===== config.mk =====
export PLATFORM = sky130hd
export DESIGN_NAME = branch_tag_mgr_flat
export DESIGN_NICKNAME = d
export VERILOG_FILES = /design/src/rtl/branch_tag_mgr_if.sv /design/src/rtl/branch_tag_mgr.sv /design/src/flat_wrapper.sv
export SDC_FILE = /design/constraint.sdc
export NUM_CORES = 1
export LEC_CHECK = 0
export CORE_AREA = 5 5 60 72
export CTS_BUF_LIST = sky130_fd_sc_hd__clkbuf_4 sky130_fd_sc_hd__clkbuf_8
export DETAILED_ROUTE_END_ITERATION = 8
export DIE_AREA = 0 0 65 77
export HOLD_SLACK_MARGIN = 0.15
export PLACE_DENSITY = 0.57
export SETUP_SLACK_MARGIN = 0.2
export SLEW_MARGIN = 20
export SYNTH_ARGS = -nofsm -noshare
export SYNTH_HDL_FRONTEND = slang
export SYNTH_SLANG_ARGS = --single-unit

===== constraint.sdc =====
create_clock -name clk -period 3.25 [get_ports clk]
set_input_delay 0.8125 -clock clk [delete_from_list [all_inputs] [get_ports clk]]
set_output_delay 0.8125 -clock clk [all_outputs]
set_load 0.01 [all_outputs]

===== src/rtl/branch_tag_mgr_if.sv =====
// Dispatcher / branch-unit side of the branch tag manager: allocation handshake,
// resolution input and the registered free/mispredict broadcast to the RS lines.
interface branch_tag_mgr_if #(
  parameter int TAG_NUM   = 4,
  parameter int TAG_IDX_W = 2
);
  logic                 allocReq;
  logic                 allocGrant;
  logic [TAG_IDX_W-1:0] allocNum;
  logic [TAG_NUM-1:0]   curMask;
  logic                 tagFull;
  logic                 resolveEn;
  logic [TAG_IDX_W-1:0] resolveNum;
  logic                 resolveMis;
  logic                 bFreeEn;
  logic [TAG_IDX_W-1:0] bFreeNum;
  logic                 misTaken;

  modport master (
    output allocReq, resolveEn, resolveNum, resolveMis,
    input  allocGrant, allocNum, curMask, tagFull, bFreeEn, bFreeNum, misTaken
  );

  modport slave (
    input  allocReq, resolveEn, resolveNum, resolveMis,
    output allocGrant, allocNum, curMask, tagFull, bFreeEn, bFreeNum, misTaken
  );
endinterface


===== src/rtl/branch_tag_mgr.sv =====
// Speculative branch tag allocator: 0-cycle grant, 1-cycle registered free/kill broadcast;
// rdy low freezes everything. Define BTAG_PERF_EN to add resolveCnt/misCnt counters.
module branch_tag_mgr #(
  parameter int TAG_NUM   = 4,
  parameter int TAG_IDX_W = 2
) (
  input  logic            clk,
  input  logic            rst,
  input  logic            rdy,
  branch_tag_mgr_if.slave bus
`ifdef BTAG_PERF_EN
  ,
  output logic [31:0]     resolveCnt,
  output logic [31:0]     misCnt
`endif
);

  typedef logic [TAG_NUM-1:0] tag_mask_t;

  tag_mask_t            validMask;
  tag_mask_t            depMask [TAG_NUM];
  logic [TAG_IDX_W-1:0] freeNum;
  logic                 full;
  logic                 grant;
  logic                 allocFire;
  logic                 resValid;
  logic                 resMis;
  tag_mask_t            resBit;
  tag_mask_t            clrBit;
  tag_mask_t            allocBit;
  tag_mask_t            killMask;
  tag_mask_t            nextValid;

  always_comb begin
    freeNum = '0;
    for (int i = TAG_NUM - 1; i >= 0; i--) begin
      if (!validMask[i]) freeNum = TAG_IDX_W'(i);
    end
  end

  assign full      = &validMask;
  assign grant     = ~full & ~bus.misTaken & rdy;
  assign allocFire = bus.allocReq & grant;

  assign bus.allocGrant = grant;
  assign bus.allocNum   = freeNum;
  assign bus.curMask    = validMask;
  assign bus.tagFull    = full;

  assign resValid = bus.resolveEn & validMask[bus.resolveNum];
  assign resMis   = resValid & bus.resolveMis;
  assign resBit   = tag_mask_t'(1) << bus.resolveNum;
  assign clrBit   = resValid ? resBit : '0;
  assign allocBit = allocFire ? (tag_mask_t'(1) << freeNum) : '0;

  always_comb begin
    killMask = clrBit;
    if (resMis) begin
      for (int j = 0; j < TAG_NUM; j++) begin
        if (depMask[j][bus.resolveNum]) killMask[j] = 1'b1;
      end
      // A branch granted in the mispredict cycle is younger than the bad tag: kill it too.
      killMask = killMask | allocBit;
    end
    nextValid = (validMask | allocBit) & ~killMask;
  end

  always_ff @(posedge clk) begin
    if (!rst) begin
      validMask    <= '0;
      for (int j = 0; j < TAG_NUM; j++) depMask[j] <= '0;
      bus.bFreeEn  <= 1'b0;
      bus.bFreeNum <= '0;
      bus.misTaken <= 1'b0;
    end else if (rdy) begin
      validMask <= nextValid;
      for (int j = 0; j < TAG_NUM; j++) begin
        if (allocBit[j]) depMask[j] <= validMask & ~clrBit;
        else             depMask[j] <= depMask[j] & ~clrBit;
      end
      bus.bFreeEn  <= resValid;
      bus.bFreeNum <= resValid ? bus.resolveNum : '0;
      bus.misTaken <= resMis;
    end
  end

`ifdef BTAG_PERF_EN
  always_ff @(posedge clk) begin
    if (!rst) begin
      resolveCnt <= '0;
      misCnt     <= '0;
    end else if (rdy) begin
      if (resValid && !bus.resolveMis) resolveCnt <= resolveCnt + 32'd1;
      if (resMis)                      misCnt     <= misCnt + 32'd1;
    end
  end
`endif

endmodule


===== src/flat_wrapper.sv =====
// flat-port wrapper written by rule: the top's interface ports become plain ports
module branch_tag_mgr_flat 
#(
  parameter int TAG_NUM   = 4,
  parameter int TAG_IDX_W = 2
)
  (clk, rst, rdy, bus_allocReq, bus_resolveEn, bus_resolveNum, bus_resolveMis, bus_allocGrant, bus_allocNum, bus_curMask, bus_tagFull, bus_bFreeEn, bus_bFreeNum, bus_misTaken);
  branch_tag_mgr_if #(.TAG_NUM(TAG_NUM), .TAG_IDX_W(TAG_IDX_W)) bus_i ();
  input  logic clk;
  input  logic rst;
  input  logic rdy;
  input wire logic [$bits(bus_i.allocReq)-1:0] bus_allocReq;
  input wire logic [$bits(bus_i.resolveEn)-1:0] bus_resolveEn;
  input wire logic [$bits(bus_i.resolveNum)-1:0] bus_resolveNum;
  input wire logic [$bits(bus_i.resolveMis)-1:0] bus_resolveMis;
  output wire logic [$bits(bus_i.allocGrant)-1:0] bus_allocGrant;
  output wire logic [$bits(bus_i.allocNum)-1:0] bus_allocNum;
  output wire logic [$bits(bus_i.curMask)-1:0] bus_curMask;
  output wire logic [$bits(bus_i.tagFull)-1:0] bus_tagFull;
  output wire logic [$bits(bus_i.bFreeEn)-1:0] bus_bFreeEn;
  output wire logic [$bits(bus_i.bFreeNum)-1:0] bus_bFreeNum;
  output wire logic [$bits(bus_i.misTaken)-1:0] bus_misTaken;
  assign bus_i.allocReq = bus_allocReq;
  assign bus_i.resolveEn = bus_resolveEn;
  assign bus_i.resolveNum = bus_resolveNum;
  assign bus_i.resolveMis = bus_resolveMis;
  assign bus_allocGrant = bus_i.allocGrant;
  assign bus_allocNum = bus_i.allocNum;
  assign bus_curMask = bus_i.curMask;
  assign bus_tagFull = bus_i.tagFull;
  assign bus_bFreeEn = bus_i.bFreeEn;
  assign bus_bFreeNum = bus_i.bFreeNum;
  assign bus_misTaken = bus_i.misTaken;
  branch_tag_mgr #(.TAG_NUM(TAG_NUM), .TAG_IDX_W(TAG_IDX_W)) u_core (.clk(clk), .rst(rst), .rdy(rdy), .bus(bus_i));
endmodule

Word level (Yosys, flattened, before mapping)
Memory sizes are Yosys's and may differ from the RTL's.
Cells that the tools add are included.
- $add $sub $neg: 0
- multipliers: 0
- equality and inequality tests: 0
- multiplexer cells: 67
- reductions and logical operators: 1
- bitwise logic cells: 25
- shift-type cells: 2
- div/mod/pow operators: 0
- $lt $le $gt $ge: 1
- operators with widths (cell ; number):
    $mux W1 ; 46
    $mux W4 ; 11
    $and A4 B4 Y4 ; 6
    $bmux W1 S2 ; 5
    $mux W2 ; 5
    $not A4 Y4 ; 2
    $or A1 B1 Y1 ; 8
    $or A4 B4 Y4 ; 2
    $shl A1 B2 Y4 const A ; 2
    $and A1 B1 Y1 ; 5
    $reduce_and A4 Y1 ; 1
    $lt A2 B3 Y1 const B ; 1
    $not A1 Y1 ; 2
- memories: 1
- bits in read-only memories: 0
- word-level logic and storage cells: 101
- bits in writable memories: 16
- bits of input ports: 8
- bits in registers: 8
- output and inout bits: 12
- bits in latches: 0
- memories (name ; depth ; width ; read ports ; clocked after Yosys merged registers in ; write ports ; line ; text):
    u_core.depMask ; 4 ; 4 ; 4 ; 0 ; 4 ; branch_tag_mgr.sv:21 ; tag_mask_t depMask [TAG_NUM];

Longest topological paths before layout
- word-level depth: 12
- mapped depth: 4

Worst setup path after synthesis
Ideal clock, no wire load.
- path kind: input to output
- from: in rdy
- to: out bus_allocGrant
- data arrival time: 1.452 ns
- data required time: 2.438 ns
- buffers on the path: 1
- slack: 0.985 ns
- cell stages on the path: 3
- cells stage by stage: clkbuf_1 > inv_1 > nor3_1
- cells in the longest elaborated chain, start to end: 1
- ends and longest elaborated chain (what ; line ; text):
    start, declared ; flat_wrapper.sv:11 ; input logic rdy;
    $and A1 B1 Y1 ; branch_tag_mgr.sv:42 ; assign grant = ~full & ~bus.misTaken & rdy;
    end, declared ; flat_wrapper.sv:16 ; output wire logic [$bits(bus_i.allocGrant)-1:0] bus_allocGrant;
No other way between the ends.

Final worst setup path
Ends and elaborated chain as after synthesis.

==> results.md <==
* Register area share after synthesis at 0.470
* Vias/cell at 6.19
* Number of synthesized flops with an enable pin at 16
* Fin Clk Skew at 5.19 ps
* Die area at 5010 µm²
* Primary FF master, synth: edfxtp_1
* DR WL/cell at 19.0 µm
* DPL Wire Length at 2.51 mm
* Synth Net Count at 138
* H-tree levels at 1
* R2R depth at 3
* Layout area overhead at 20.3%
* CP Data Required Time at 2440 ps
* Status: complete, no violations
* First-pass GRT wire length at 5.78 mm
* CP Cell Sequence: clkdlybuf4s50_1 > inv_1 > nor3_1 > clkdlybuf4s50_1
* Dpl cells at 182
* Adder-cell share of the synthesized area at 0
* Synth Warn # at 0
* Share of layout cells above drive strength 1 at 0.0748
* Synth Instances at 130
* Slew headroom at 0.561
* Async S/R FF share, synth at 0
* IO Count at 20
* DRT iter0 DRCs at 98
* CP Capture Type: output port
* Pre-antenna DRT Iters at 4
* Core area at 3570 µm²
* CP Launch Type: primary input
* Hold-critical path depth at 1
* Post-synthesis compound-gate area fraction at 0.183
* Post-CTS sizing at 0
* Post-DP Area at 1580 µm²
* Hold_buf cts at 0
* Setup WS pre-CTS at 330 ps
* RD Place Congestion at 0.803
* Final setup viols at 0
* VDD IR-drop max at 0.171 mV
* Post-Synth Simple-Gate Area at 0.202
* Cell area after layout at 1640 µm²
* Area contributors post-synth: edfxtp_1, dfxtp_1, mux4_1
* Initial antenna violation count at 0
* Die width at 65 µm
* Post-Synthesis Cell Area at 1360 µm²
* Die Span Y at 77 µm
* Post-CTS Setup Inserts at 0
* Initial Utilization at 0.381
* Final Hold Viols at 0
* Tot GR Track Use at 0.147
* IO Port Bufs at 19
* FF+latch count, synth at 24
* CP Depth at 4
* Commonest cells post-synth: edfxtp_1, nand2_1, a21oi_1
* Max Cap Viol at 0
* Filler Cells Inserted at 331
* Clock Tree Root: clkbuf_8
* Tcrit/Tclk final at 0.901
* Setup TNS at 0 ps
* Post-Route WL at 3.53 mm
* CP top delay family: buffers and inverters
* Non-Filler Instances at 186
* # diodes at 0
* Clk_lat worst skew at 270 ps
* Top-area cell type share of the netlist area at 0.353
* Mux cell area share after synthesis at 0.0937
* WP buf/inv at 3
* RSZ-0062 raised after global routing: false
* Post-synth top area cell: edfxtp_1
* Slew @ Worst Pin at 652 ps
* Critical path data arrival time at 2120 ps
* Largest net degree at the start of global routing at 21
* Worst-path clk slew at 90 ps
* DR vias at 1152
* Largest family of logic cells by synthesized area: simple AND/OR/NAND/NOR gates
* Hold WC Path Type: reg2reg
* Syn Area/Cell at 10.5 µm²
* Leak at 0.576 nW
* CTS tree: done
* Fmax at 341 MHz
* PD cells at 387 nW/µm²
* CP max stage delay at 560 ps
* Crit Path Category: in2out
* Synth Area in XOR/XNOR at 0
* Maximum buffer depth of the clock tree at 2
* CP dominant cell by count: clkdlybuf4s50_1
* # rows at 24
* Distinct cell type count of the synthesized netlist at 43
* Fin util at 0.459
* Nets at 156
* # DRC at 0
* Maximum fanout along the worst path at 4
* CTS sink count at 24
* Antenna-violating nets left at 0
* Slew Viols, Final at 0
* Clock buffer count from CTS at 3
* Setup ws final at 321 ps
* Crit-path slowest cell: clkdlybuf4s50_1
* Gr ovfl total at 0
* Min Tclk post-route at 2930 ps
* Vias in the first global route at 1174
==> metrics by stage <==
stage	total power [W]	hold WS [ps]
floorplan	0.000401	497
global placement	0.000432	440
detailed placement	0.000435	477
CTS	0.000641	499
global route	0.000666	511
finish	0.000634	489
==> cell usage in the layout (no fill, tap or decap), types with 3 or more instances in the layout <==
cell              n
a21oi_1          13
nand3_1           4
clkdlybuf4s50_1  19
nor2_1            3
edfxtp_1         16
o211ai_1          4
o21ai_0           5
buf_4             4
nand4b_1          3
nor3_1            4
clkbuf_8          4
dfxtp_1           8
nand2_1          16
mux4_1            4
inv_1             6
==> power by group <==
group	internal (W)	total, W	switching [W]
clock	0.000108	0.000206	0.0000977
sequential	0.000340	0.000350	0.0000100
combinational	0.0000365	0.0000782	0.0000417
total	0.000485	0.000634	0.000149
==> final timing paths <==
path	from	to	slack, ps
setup / recovery	rdy	bus_allocGrant	320
hold / removal	u_core.bus.bFreeNum[1]$_SDFFE_PN0P_	u_core.bus.bFreeNum[1]$_SDFFE_PN0P_	490
setup reg to reg	u_core.bus.curMask[2]$_SDFFE_PN0P_	u_core.depMask[2][2]$_SDFFCE_PN0P_	1520
hold reg to reg	u_core.bus.bFreeNum[1]$_SDFFE_PN0P_	u_core.bus.bFreeNum[1]$_SDFFE_PN0P_	490
==> per-layer routing <==
layer  track usage  part of all wire  vias to the layer above
met4        0.0571             0.011                        0
met5             0                 0                        -
met3        0.0307             0.066                        4
li1              -                 -                      535
met2         0.248              0.50                       52
met1         0.181              0.42                      561
==> state kept, by name, summed over array words and instances (netlist names) <==
register / flops
u_core.bus.curMask: 4
u_core.bus.misTaken: 1
u_core.bus.bFreeNum: 2
u_core.bus.bFreeEn: 1
u_core.depMask: 16
==> cell families (layout without fill, tap and decap cells) <==
group / count (synthesis) / after routing
mux: 5 / 5
compound gates: 37 / 37
simple gates: 48 / 48
buf+inv: 16 / 33
flops: 24 / 24
==> final cells by class <==
class / instances / area [µm²] / area share
Tap cell: 39 / 48.8 / 0.0298
Timing Repair Buffer: 23 / 220 / 0.134
Inverter: 6 / 22.5 / 0.0137
Clock buffer: 4 / 55.1 / 0.0336
Sequential cell: 24 / 641 / 0.391
Multi-Input combinational cell: 90 / 652 / 0.398
No activity file was read; power rests on OpenSTA's default activity.
